===== src/rtl/dsp_ctrl_pkg.sv =====
// dsp_ctrl_pkg
// Shared constants and types for the DSP48A1 multiply-accumulate sequencer.
//   DSP_LAT     : cycles from DSP_A/DSP_B to DSP_P for the chosen slice register setup
//   OPM_*       : OPMODE codes driven into the slice (upper nibble always 0)
//   state_t     : sequencer FSM states
package dsp_ctrl_pkg;

    localparam int DSP_LAT = 3;

    // OPMODE[3:2] selects Z (00 = 0, 10 = P), OPMODE[1:0] selects X (00 = 0, 01 = M)
    localparam logic [7:0] OPM_CLEAR = 8'h00;
    localparam logic [7:0] OPM_FIRST = 8'h01;
    localparam logic [7:0] OPM_ACC   = 8'h09;
    localparam logic [7:0] OPM_HOLD  = 8'h08;

    typedef enum logic [1:0] {
        IDLE,
        RUN,
        DRAIN,
        DONE
    } state_t;

endpackage


===== src/rtl/dsp_mac_sequencer.sv =====
// dsp_mac_sequencer
// Drives one DSP48A1 slice as an unsigned dot-product MAC engine. A job of
// cfg_len operand pairs is streamed in over s_valid/s_ready, issued to the
// slice with per-slot OPMODE codes, and the accumulated P is returned on
// r_valid/r_ready once the slice pipeline has drained.
// Ports:
//   CLK, RST_N           clock and asynchronous active-low reset
//   start, cfg_len       job request and pair count (sampled in IDLE only)
//   busy                 high outside IDLE
//   s_valid/s_ready      operand handshake, s_a/s_b unsigned 18-bit operands
//   r_valid/r_ready      result handshake, r_data taken straight from DSP_P
//   DSP_A, DSP_B         slice operands
//   DSP_OPMODE           slice OPMODE (registered one extra stage)
//   DSP_CE*              slice clock enables
//   DSP_P                slice accumulator output
module dsp_mac_sequencer
    import dsp_ctrl_pkg::*;
#(
    parameter int LEN_W = 8
) (
    input  logic             CLK,
    input  logic             RST_N,
    input  logic             start,
    input  logic [LEN_W-1:0] cfg_len,
    output logic             busy,
    input  logic             s_valid,
    output logic             s_ready,
    input  logic [17:0]      s_a,
    input  logic [17:0]      s_b,
    output logic             r_valid,
    input  logic             r_ready,
    output logic [47:0]      r_data,
    output logic [17:0]      DSP_A,
    output logic [17:0]      DSP_B,
    output logic [7:0]       DSP_OPMODE,
    output logic             DSP_CEA,
    output logic             DSP_CEB,
    output logic             DSP_CEM,
    output logic             DSP_CEOPMODE,
    output logic             DSP_CEP,
    input  logic [47:0]      DSP_P
);

    localparam int CNT_W = (DSP_LAT > 1) ? $clog2(DSP_LAT) : 1;

    state_t           state;
    state_t           state_next;
    logic [LEN_W-1:0] remaining;
    logic             first;
    logic [CNT_W-1:0] drain_cnt;
    logic [7:0]       slot_code;
    logic [7:0]       code_q;
    logic             ce_on;
    logic             take;

    assign take = (state == RUN) && s_valid;

    // Next state and the OPMODE code for the slot issued this cycle.
    // The first flag survives an empty job, so DRAIN uses it to keep
    // clearing P instead of holding whatever the previous job left.
    always_comb begin
        state_next = state;
        slot_code  = OPM_HOLD;
        case (state)
            IDLE: begin
                slot_code = OPM_CLEAR;
                if (start) begin
                    state_next = (cfg_len == '0) ? DRAIN : RUN;
                end
            end
            RUN: begin
                if (take) begin
                    slot_code = first ? OPM_FIRST : OPM_ACC;
                    if (remaining == LEN_W'(1)) begin
                        state_next = DRAIN;
                    end
                end
            end
            DRAIN: begin
                slot_code = first ? OPM_CLEAR : OPM_HOLD;
                if (drain_cnt == CNT_W'(DSP_LAT - 1)) begin
                    state_next = DONE;
                end
            end
            DONE: begin
                if (r_ready) begin
                    state_next = IDLE;
                end
            end
            default: state_next = IDLE;
        endcase
    end

    // State, job bookkeeping and the operand/OPMODE pipeline into the slice.
    // DSP_A/DSP_B are loaded at the same edge as code_q; the extra code_q
    // stage lines the code up with the slot's product at the slice's P adder.
    always_ff @(posedge CLK or negedge RST_N) begin
        if (!RST_N) begin
            state      <= IDLE;
            remaining  <= '0;
            first      <= 1'b0;
            drain_cnt  <= '0;
            code_q     <= OPM_CLEAR;
            DSP_OPMODE <= OPM_CLEAR;
            DSP_A      <= '0;
            DSP_B      <= '0;
            ce_on      <= 1'b0;
        end else begin
            state      <= state_next;
            ce_on      <= 1'b1;
            code_q     <= slot_code;
            DSP_OPMODE <= code_q;

            if (state == IDLE && start) begin
                remaining <= cfg_len;
                first     <= 1'b1;
            end else if (take) begin
                remaining <= remaining - LEN_W'(1);
                first     <= 1'b0;
            end

            if (take) begin
                DSP_A <= s_a;
                DSP_B <= s_b;
            end else begin
                DSP_A <= '0;
                DSP_B <= '0;
            end

            if (state == DRAIN) begin
                drain_cnt <= drain_cnt + CNT_W'(1);
            end else begin
                drain_cnt <= '0;
            end
        end
    end

    assign busy    = (state != IDLE);
    assign s_ready = (state == RUN);
    assign r_valid = (state == DONE);
    assign r_data  = DSP_P;

    // Enables stay low until the first edge after reset; P is frozen while
    // the result is being presented.
    assign DSP_CEA      = ce_on;
    assign DSP_CEB      = ce_on;
    assign DSP_CEM      = ce_on;
    assign DSP_CEOPMODE = ce_on;
    assign DSP_CEP      = ce_on && (state != DONE);

endmodule


===== config.mk =====
export PLATFORM = sky130hd
export DESIGN_NAME = dsp_mac_sequencer
export DESIGN_NICKNAME = d
export VERILOG_FILES = /design/src/rtl/dsp_ctrl_pkg.sv /design/src/rtl/dsp_mac_sequencer.sv
export SDC_FILE = /design/constraint.sdc
export NUM_CORES = 1
export LEC_CHECK = 0
export ABC_AREA = 1
export ABC_CLOCK_PERIOD_IN_PS = 1700
export BUFFER_PORTS_ARGS = -buffer_cell sky130_fd_sc_hd__buf_2
export CAP_MARGIN = 25
export CORE_MARGIN = 2
export CORE_UTILIZATION = 40
export DETAILED_ROUTE_END_ITERATION = 10
export PLACE_DENSITY_LB_ADDON = 0.15
export SLEW_MARGIN = 30
export SYNTH_ARGS = -nofsm -noshare
export SYNTH_HDL_FRONTEND = slang
export SYNTH_SLANG_ARGS = --single-unit
export TNS_END_PERCENT = 100

===== constraint.sdc =====
create_clock -name CLK -period 1.7 [get_ports CLK]
set_input_delay 0.085 -clock CLK [delete_from_list [all_inputs] [get_ports CLK]]
set_output_delay 0.085 -clock CLK [all_outputs]
set_load 0.01 [all_outputs]

==> results of run 1 <==
## area by class of cell
class	instances	area, sq um
Inverter	59	221
Tap cell	77	96.3
Timing Repair Buffer	134	873
Sequential cell	54	1350
Clock buffer	6	82.6
Multi-Input combinational cell	140	683
Fill cell	606	3120
Clock inverter	1	30.0
## metal layers
metal	up-vias	global-route usage
li1	1008	-
met3	10	0.0524
met4	0	0.0341
met2	81	0.237
met1	898	0.197
met5	-	0
## through the flow
step	std cells	worst slack, ns	power, W	util	hold WS, ns
3_5_place_dp	428	0.245	0.00323	0.444	0.0538
5_1_grt	471	0.0269	0.00447	0.517	0.00723
2_1_floorplan	316	0.323	0.00286	-	-0.211
4_1_cts	471	0.161	0.00417	0.517	0.000315
6_report	471	0.182	0.00412	0.517	0.00686
3_3_place_gp	428	0.305	0.00322	0.444	0.0502
## sequential cells by signal, summed over array words and instances (netlist names)
register,cells
drain_cnt,2
code_q,2
DSP_B,18
DSP_CEA,1
DSP_A,18
state,2
remaining,8
DSP_OPMODE,2
first,1
## worst max-delay path: cells and delay by family (launching register included)
kind | cells | cell delay [ns]
fa+ha+maj | 1 | 0.24
buf+inv | 4 | 0.47
flops | 1 | 0.42
## how the worst min path moves through the flow
stage           endpoint   start  cells after the start  slack [ns]
2_1_floorplan   DSP_A[0]   RST_N                      0       -0.21
3_3_place_gp   DSP_A[17]   RST_N                      1        0.05
3_5_place_dp   DSP_A[17]   RST_N                      1        0.05
4_1_cts         DSP_A[6]  s_a[6]                      3      0.0003
5_1_grt         DSP_A[6]  s_a[6]                      3       0.007
6_report        DSP_A[6]  s_a[6]                      3       0.007
## cells by family after synthesis
kind of cell             synth area share
XOR/XNOR                          0.00648
adder cells (fa/ha/maj)            0.0370
flip-flops                          0.500
AND/OR/NAND/NOR                     0.174
buffers and inverters               0.255
other                             0.00278
AO/OA/AOI/OAI                      0.0250
## where the power goes
part | total, W | internal, W | switching [W]
Sequential | 0.00174 | 0.00158 | 0.000161
Clock | 0.000867 | 0.000472 | 0.000395
Combinational | 0.00151 | 0.000610 | 0.000901
Total | 0.00412 | 0.00266 | 0.00146
## cell usage after synthesis
| cell type | n |
|---|---|
| nand2_2 | 2 |
| nor2_1 | 50 |
| nand2_1 | 36 |
| buf_6 | 1 |
| inv_1 | 55 |
| buf_4 | 58 |
| xnor2_1 | 1 |
| a21oi_1 | 1 |
| o211ai_1 | 1 |
| o21bai_1 | 1 |
| conb_1 | 2 |
| o21ai_1 | 1 |
| inv_2 | 4 |
| nand3_1 | 19 |
| o21ai_0 | 5 |
| nor2_2 | 3 |
| nor2_4 | 2 |
| buf_2 | 4 |
| xor2_1 | 1 |
| ha_1 | 8 |
| o221ai_1 | 2 |
| dfrtp_1 | 54 |
==> impl_metrics.ini, run 1 <==
[floorplanning]
io_pins = 197
die_h_um = 86.2
initial_utilization = 0.419
die_w_um = 86.2
core_sq_um = 6460
die-area_sq_um = 7430
rows = 29

[worst_hold_path]
hold_class = in2reg

[clocking]
clk_pin_slew_ns = 0.09
cts_root_buffer = clkbuf_8
hold_buffers = 36
cts.sinks = 54
clockBufferDepth = 2
cts_setup_buffers = 0
tritoncts = yes
cts_resized = 0
numCtsBuffers = 5
htreeDepth = 2
clock_latency_ns = 0.30

[drt]
drt-total-wl_mm = 5.47
drc = 0
drt_pass1_iterations = 4
wirelength_met1_mm = 2.45
drt_iter0_markers = 55
top_layer = met4
vias = 1997
met3_length_um = 448
ant_nets = 0
vias_per_cell = 4.24
wl_met2_mm = 2.52
wl_per_cell_um = 11.6

[worst_setup_path]
crit_fanout = 11
slowest_stage = dfrtp_1
reg2reg_depth = 8
cp-start-kind = flop
critPathKind = reg2out
cpMostUsedCell = inv_1
r2r-end = remaining[5]
worstPathArrival_ns = 1.43
crit_required_ns = 1.62
end_kind = output pin
crit_end = busy
worstReg2RegStart = state[1]
critPathLaunch = state[0]
reg2reg_slack_ns = 0.23
crit_chain = inv_1 -> ha_1 -> buf_4 -> inv_1 -> buf_2
slowest_delay_ns = 0.42

[power_and_ir_drop]
power_density_nw_per_um2 = 1230
irDropWorstVdd_mv = 0.650
p_leak_nw = 2.00

[timing]
min_period_ns = 1.52
clock_skew_ns = 0.00511
fin_tns_setup_ns = 0
drv_slew = 0
setup_viol = 0
period_share = 0.893
rsz0062_at_grt = no
hold_viol = 0
fmax_ghz = 0.659

[cells_and_area]
layout-drive-gt1-share = 0.294
layout_commonest_cell = buf_2
num_antenna_cells = 0
final_area_sq_um = 3340
nets = 499
layout_common_cells = buf_2 (94), inv_1 (55), dfrtp_1 (54)
syn2layout_area_growth_pct = 23.5

[flow_run]
cap_violations = 0

[global_route]
grt_pass1_wl_mm = 8.88
grt_usage = 0.149
grt_pass1_vias = 1900
grt_max_degree = 38
overflow = 0
antenna_found_initial = 0

[yosys]
synth.area.top_cells = dfrtp_1 (50%), buf_4 (16%), inv_1 (7.6%)
synthDominantCellAreaShare = 0.500
yosys_warnings = 0
syn_avg_cell_area_sq_um = 8.69
synth_top_area_cell = dfrtp_1
postSynthCellCount = 311
yosys_register_bits = 54
ys_seq_area_frac = 0.500
mappedNetlistArea_sq_um = 2700
synth_cell_types = 22

[placement]
port_buffers = 94
postPlaceCellArea_sq_um = 2870
place.gp.congestion = 0.804
hpwl_mm = 3.80

[status]
run_status = completed
Note: power is estimated with default switching activity, not from simulation.
==> run 2, diff against run 1 <==
Settings changed: ABC_CLOCK_PERIOD_IN_PS 1700 to 1450.
Clock period 1.7 ns to 1.45 ns, I/O delays scaled along.
==> run 2 against run 1 <==
Net effect: sequential cell count did not move; critical endpoint unchanged; hold slack improved by 0.019 ns; power rose by 17%; highest routed layer unchanged; non-clock buffer count rose by 4; final cell count rose by 0.85%; setup slack got worse by 0.14 ns; combinational power rose by 30%; global-route usage rose by 0.47 points; final area rose by 1.4%; clock skew fell by 0.0015 ns.
==> impl_metrics.ini, run 2 (same netlist as run 1, synthesis figures left out) <==
[clocking]
cts_root_buffer = clkbuf_8
clk_pin_slew_ns = 0.09
htreeDepth = 2
clockBufferDepth = 2
numCtsBuffers = 5
cts.sinks = 54
tritoncts = yes
clock_latency_ns = 0.30

[cells_and_area]
num_antenna_cells = 0
top_regs = DSP_A x18, DSP_B x18, remaining x8
layout_commonest_cell = buf_2
layout_common_cells = buf_2 (94), inv_1 (55), dfrtp_1 (54)
nFillCells = 607
syn2layout_area_growth_pct = 25.2
layout-drive-gt1-share = 0.322
nets = 503

[power_and_ir_drop]
p_switching_w = 0.00179
intPower_w = 0.00301
pwr-share-seq = 0.422
p_leak_nw = 2.00
sw_frac_of_total = 0.373
p_comb_frac = 0.411
clkPwrFrac = 0.168
power_density_nw_per_um2 = 1420
irDropWorstVdd_mv = 0.710

[drt]
vias = 2011
drc = 0
vias_per_cell = 4.23
drt_iter0_markers = 49
drt-total-wl_mm = 5.55
drt_pass1_iterations = 4
wl_per_cell_um = 11.7
ant_nets = 0

[worst_setup_path]
critPathKind = reg2out
worstReg2RegStart = state[0]
end_kind = output pin
crit_fanout = 11
cp-start-kind = flop
worstPathArrival_ns = 1.33
reg2reg_slack_ns = 0.12
r2r-end = DSP_A[1]
reg2reg_depth = 5
crit_required_ns = 1.38

[flow_run]
cap_violations = 0

[timing]
setup_viol = 0
min_period_ns = 1.41
clock_skew_ns = 0.00359
period_share = 0.969
drv_slew = 0
setup_ws_ns = 0.0444
fmax_ghz = 0.711
rsz0062_at_grt = yes
hold_viol = 0
fin_tns_setup_ns = 0

[floorplanning]
io_pins = 197
core_sq_um = 6460
die-area_sq_um = 7430
initial_utilization = 0.419
rows = 29
die_h_um = 86.2
die_w_um = 86.2

[worst_hold_path]
min-delay-start = s_a[1]
whs_endpoint = DSP_A[1]
hold_class = in2reg
whs_path_depth = 3

[global_route]
antenna_found_initial = 0
grt_pass1_vias = 2081
grt_usage = 0.154
overflow = 0
grt_max_degree = 40
grt_pass1_wl_mm = 9.19

[placement]
port_buffers = 94
hpwl_mm = 3.82
place.gp.congestion = 0.790
dpl_worst_slack_ns = 0.0107

[status]
run_status = completed
==> run 2: cell count changes in the layout (fill, tap and decap cells not counted) <==
cell,delta
clkbuf_8,-1
nand2_1,-3
ha_4,+2
buf_4,+3
buf_6,+1
clkinvlp_4,+2
bufinv_16,-1
o21ai_0,-1
o21ai_2,+1
ha_2,+2
nand2_2,+3
ha_1,-4
==> run 2: worst max-delay path, cell delays in order (launching register included) <==
cell     delay (ns)
dfrtp_1        0.39
inv_1          0.15
ha_4           0.18
buf_6          0.13
inv_1          0.06
buf_2          0.14
==> run 2: per-layer routing <==
metal / wire [um] / GRT usage / up-vias / share of wire
met3: 385 / 0.0410 / 11 / 0.069
met2: 2690 / 0.273 / 85 / 0.48
met4: 59 / 0.0384 / 0 / 0.011
li1: - / - / 1012 / -
met1: 2410 / 0.186 / 903 / 0.44
met5: 0 / 0 / - / 0
==> run 2: layout make-up <==
cell class | instances | area, sq um | share of cell area
timing repair buffer | 138 | 907 | 0.268
inverter | 59 | 221 | 0.0654
multi-input combinational | 140 | 724 | 0.214
tap | 77 | 96.3 | 0.0285
sequential | 54 | 1350 | 0.399
clock inverter | 2 | 15.0 | 0.00444
clock buffer | 5 | 68.8 | 0.0203
==> run 2: power by group through the flow <==
stage / Clock (W) / Combinational (W) / Sequential [W]
detailed placement: 0 / 0.00174 / 0.00207
floorplan: 0 / 0.00122 / 0.00214
global route: 0.000893 / 0.00224 / 0.00206
CTS: 0.000848 / 0.00190 / 0.00203
finish: 0.000805 / 0.00197 / 0.00202
global placement: 0 / 0.00172 / 0.00207
==> run 2: worst max path at each step <==
stage,from,end,slack (ns)
6_report,state[1],busy,0.04
5_1_grt,state[1],busy,-0.02
4_1_cts,state[0],state[0],0.01
3_5_place_dp,state[1],remaining[5],0.01
3_3_place_gp,state[1],remaining[5],0.09
2_1_floorplan,state[1],remaining[4],0.07
==> run 2: metrics by stage <==
stage               cell area [sq um]  utilization  std cells  hold slack [ns]  power [W]
floorplan                        2720            -        316           -0.223    0.00336
global placement                 2880        0.446        430           0.0115    0.00379
detailed placement               2880        0.446        430           0.0125    0.00381
CTS                              3350        0.518        475           0.0130    0.00477
global route                     3380        0.524        475           0.0144    0.00519
finish                           3380        0.524        475           0.0262    0.00480
==> run 2: what timing repair did <==
item                       4_1_cts  5_1_grt
hold endpoints to repair        50        0
pin swaps                        0        1
setup buffers                    2        0
setup endpoints to repair        2       26
hold buffers                    36        0
gates resized for setup          4        8
cloned                           0        0
==> run 3, diff against run 2 <==
Settings changed: ABC_CLOCK_PERIOD_IN_PS 1450 to 1600, BUFFER_PORTS_ARGS -buffer_cell sky130_fd_sc_hd__buf_2 to not set, DONT_BUFFER_PORTS set to 1.
Clock period 1.45 ns to 1.6 ns, I/O delays scaled along.
==> run 3 against run 2 <==
Net effect: final cell count is 18% lower; final area decreased by 12%; sequential share of layout area grew 5.7 points; sequential power fell by 3%; clock power up 0.5%.
==> impl_metrics.ini, run 3 (same netlist as run 1, synthesis figures left out) <==
[cells_and_area]
nets = 416
layout_common_cells = inv_1 (55), dfrtp_1 (54), nor2_1 (50)
layout_commonest_cell = inv_1
layout-drive-gt1-share = 0.0833
num_antenna_cells = 0
top_regs = DSP_A x18, DSP_B x18, remaining x8
syn2layout_area_growth_pct = 9.63
fin_cells = 389
nFillCells = 625
final_area_sq_um = 2960

[status]
run_status = completed

[timing]
min_period_ns = 1.45
clock_skew_ns = 0.00373
fin_tns_setup_ns = 0
setup_viol = 0
hold_viol = 0
rsz0062_at_grt = no
drv_slew = 0
fmax_ghz = 0.690
period_share = 0.906
hold_ws_ns = 0.0318
setup_ws_ns = 0.151

[global_route]
antenna_found_initial = 0
grt_pass1_vias = 1754
grt_pass1_wl_mm = 8.14
grt_usage = 0.138
grt_max_degree = 55
overflow = 0

[placement]
hpwl_mm = 3.33
port_buffers = 0
placed_cells = 334
dpl_worst_slack_ns = 0.135
place.gp.congestion = 0.739
postPlaceCellArea_sq_um = 2380

[worst_hold_path]
min-delay-start = s_valid
hold_class = in2reg
whs_path_depth = 2
whs_endpoint = code_q[0]

[worst_setup_path]
cpMostUsedCell = inv_1
reg2reg_slack_ns = 0.15
cp-start-kind = flop
crit_required_ns = 1.52
worstPathArrival_ns = 1.37
crit_chain = inv_1 -> ha_1 -> buf_4 -> inv_1
slowest_delay_ns = 0.43
end_kind = output pin
crit_fanout = 11
slowest_stage = dfrtp_1
reg2reg_depth = 8
worstReg2RegStart = state[0]
critPathKind = reg2out
r2r-end = state[0]

[drt]
ant_nets = 0
drt-total-wl_mm = 5.17
drc = 0
wl_per_cell_um = 13.3
vias = 1729
drt_pass1_iterations = 4
vias_per_cell = 4.44
drt_iter0_markers = 29

[clocking]
clockBufferDepth = 2
tritoncts = yes
numCtsBuffers = 5
cts.sinks = 54
clock_latency_ns = 0.30
clk_pin_slew_ns = 0.10
htreeDepth = 2
cts_resized = 0
cts_root_buffer = clkbuf_8

[floorplanning]
io_pins = 197
die_h_um = 86.2
core_sq_um = 6460
die_w_um = 86.2
rows = 29
die-area_sq_um = 7430
initial_utilization = 0.419

[flow_run]
cap_violations = 0

[power_and_ir_drop]
power_density_nw_per_um2 = 1380
irDropWorstVdd_mv = 0.630
p_leak_nw = 1.62
==> run 3: changes by cell type in the layout (fill, tap and decap cells not counted), moves of 2 or more <==
cell           change
buf_2             -94
dlygate4sd3_1      +8
ha_1               +4
ha_2               -2
ha_4               -2
nand2_1            +3
nand2_2            -3
==> run 3: metrics by stage <==
stage,total power (W),util
after global routing,0.00444,0.459
final,0.00409,0.459
after floorplan,0.00304,-
after detailed placement,0.00318,0.369
after CTS,0.00414,0.457
after global placement,0.00319,0.369
==> run 3: layout make-up <==
cell class / count / area [sq um] / area share
Inverter: 59 / 221 / 0.0747
Tap cell: 77 / 96.3 / 0.0325
Sequential cell: 54 / 1350 / 0.456
Timing Repair Buffer: 51 / 513 / 0.173
Clock buffer: 6 / 82.6 / 0.0279
Clock inverter: 2 / 16.3 / 0.00549
Multi-Input combinational cell: 140 / 683 / 0.230
==> run 3: critical path: cells and delay by family, from the launching register on <==
family,cells,cell delay [ns]
buffers and inverters,3,0.39
DFF,1,0.43
adders and majority gates,1,0.24
==> run 3: timing repair <==
| item | 4_1_cts | 5_1_grt |
|---|---|---|
| endpoints found under the hold margin | 97 | 0 |
| buffers inserted | 0 | 2 |
| hold buffers | 45 | 0 |
| setup endpoints to repair | 0 | 4 |
==> run 3: how the worst max path moves through the flow <==
stage | start | cells past startpoint | endpoint
after floorplan | state[1] | 7 | remaining[4]
after global placement | state[1] | 9 | state[1]
after detailed placement | state[1] | 9 | state[1]
after CTS | state[1] | 9 | state[1]
after global routing | state[1] | 8 | remaining[3]
final | state[0] | 4 | busy
==> run 3: metal layers <==
layer / global-route usage / up-vias / part of all wire
met3: 0.0581 / 12 / 0.088
met5: 0 / - / 0
met4: 0.0398 / 0 / 0.011
li1: - / 845 / -
met2: 0.229 / 87 / 0.48
met1: 0.165 / 785 / 0.42
==> run 3: where the power goes <==
part | switching (W) | leakage, nW | internal, W | total (W)
logic | 0.000802 | 0.860 | 0.000525 | 0.00133
registers | 0.000280 | 0.716 | 0.00168 | 0.00196
clock network | 0.000451 | 0.0478 | 0.000357 | 0.000809
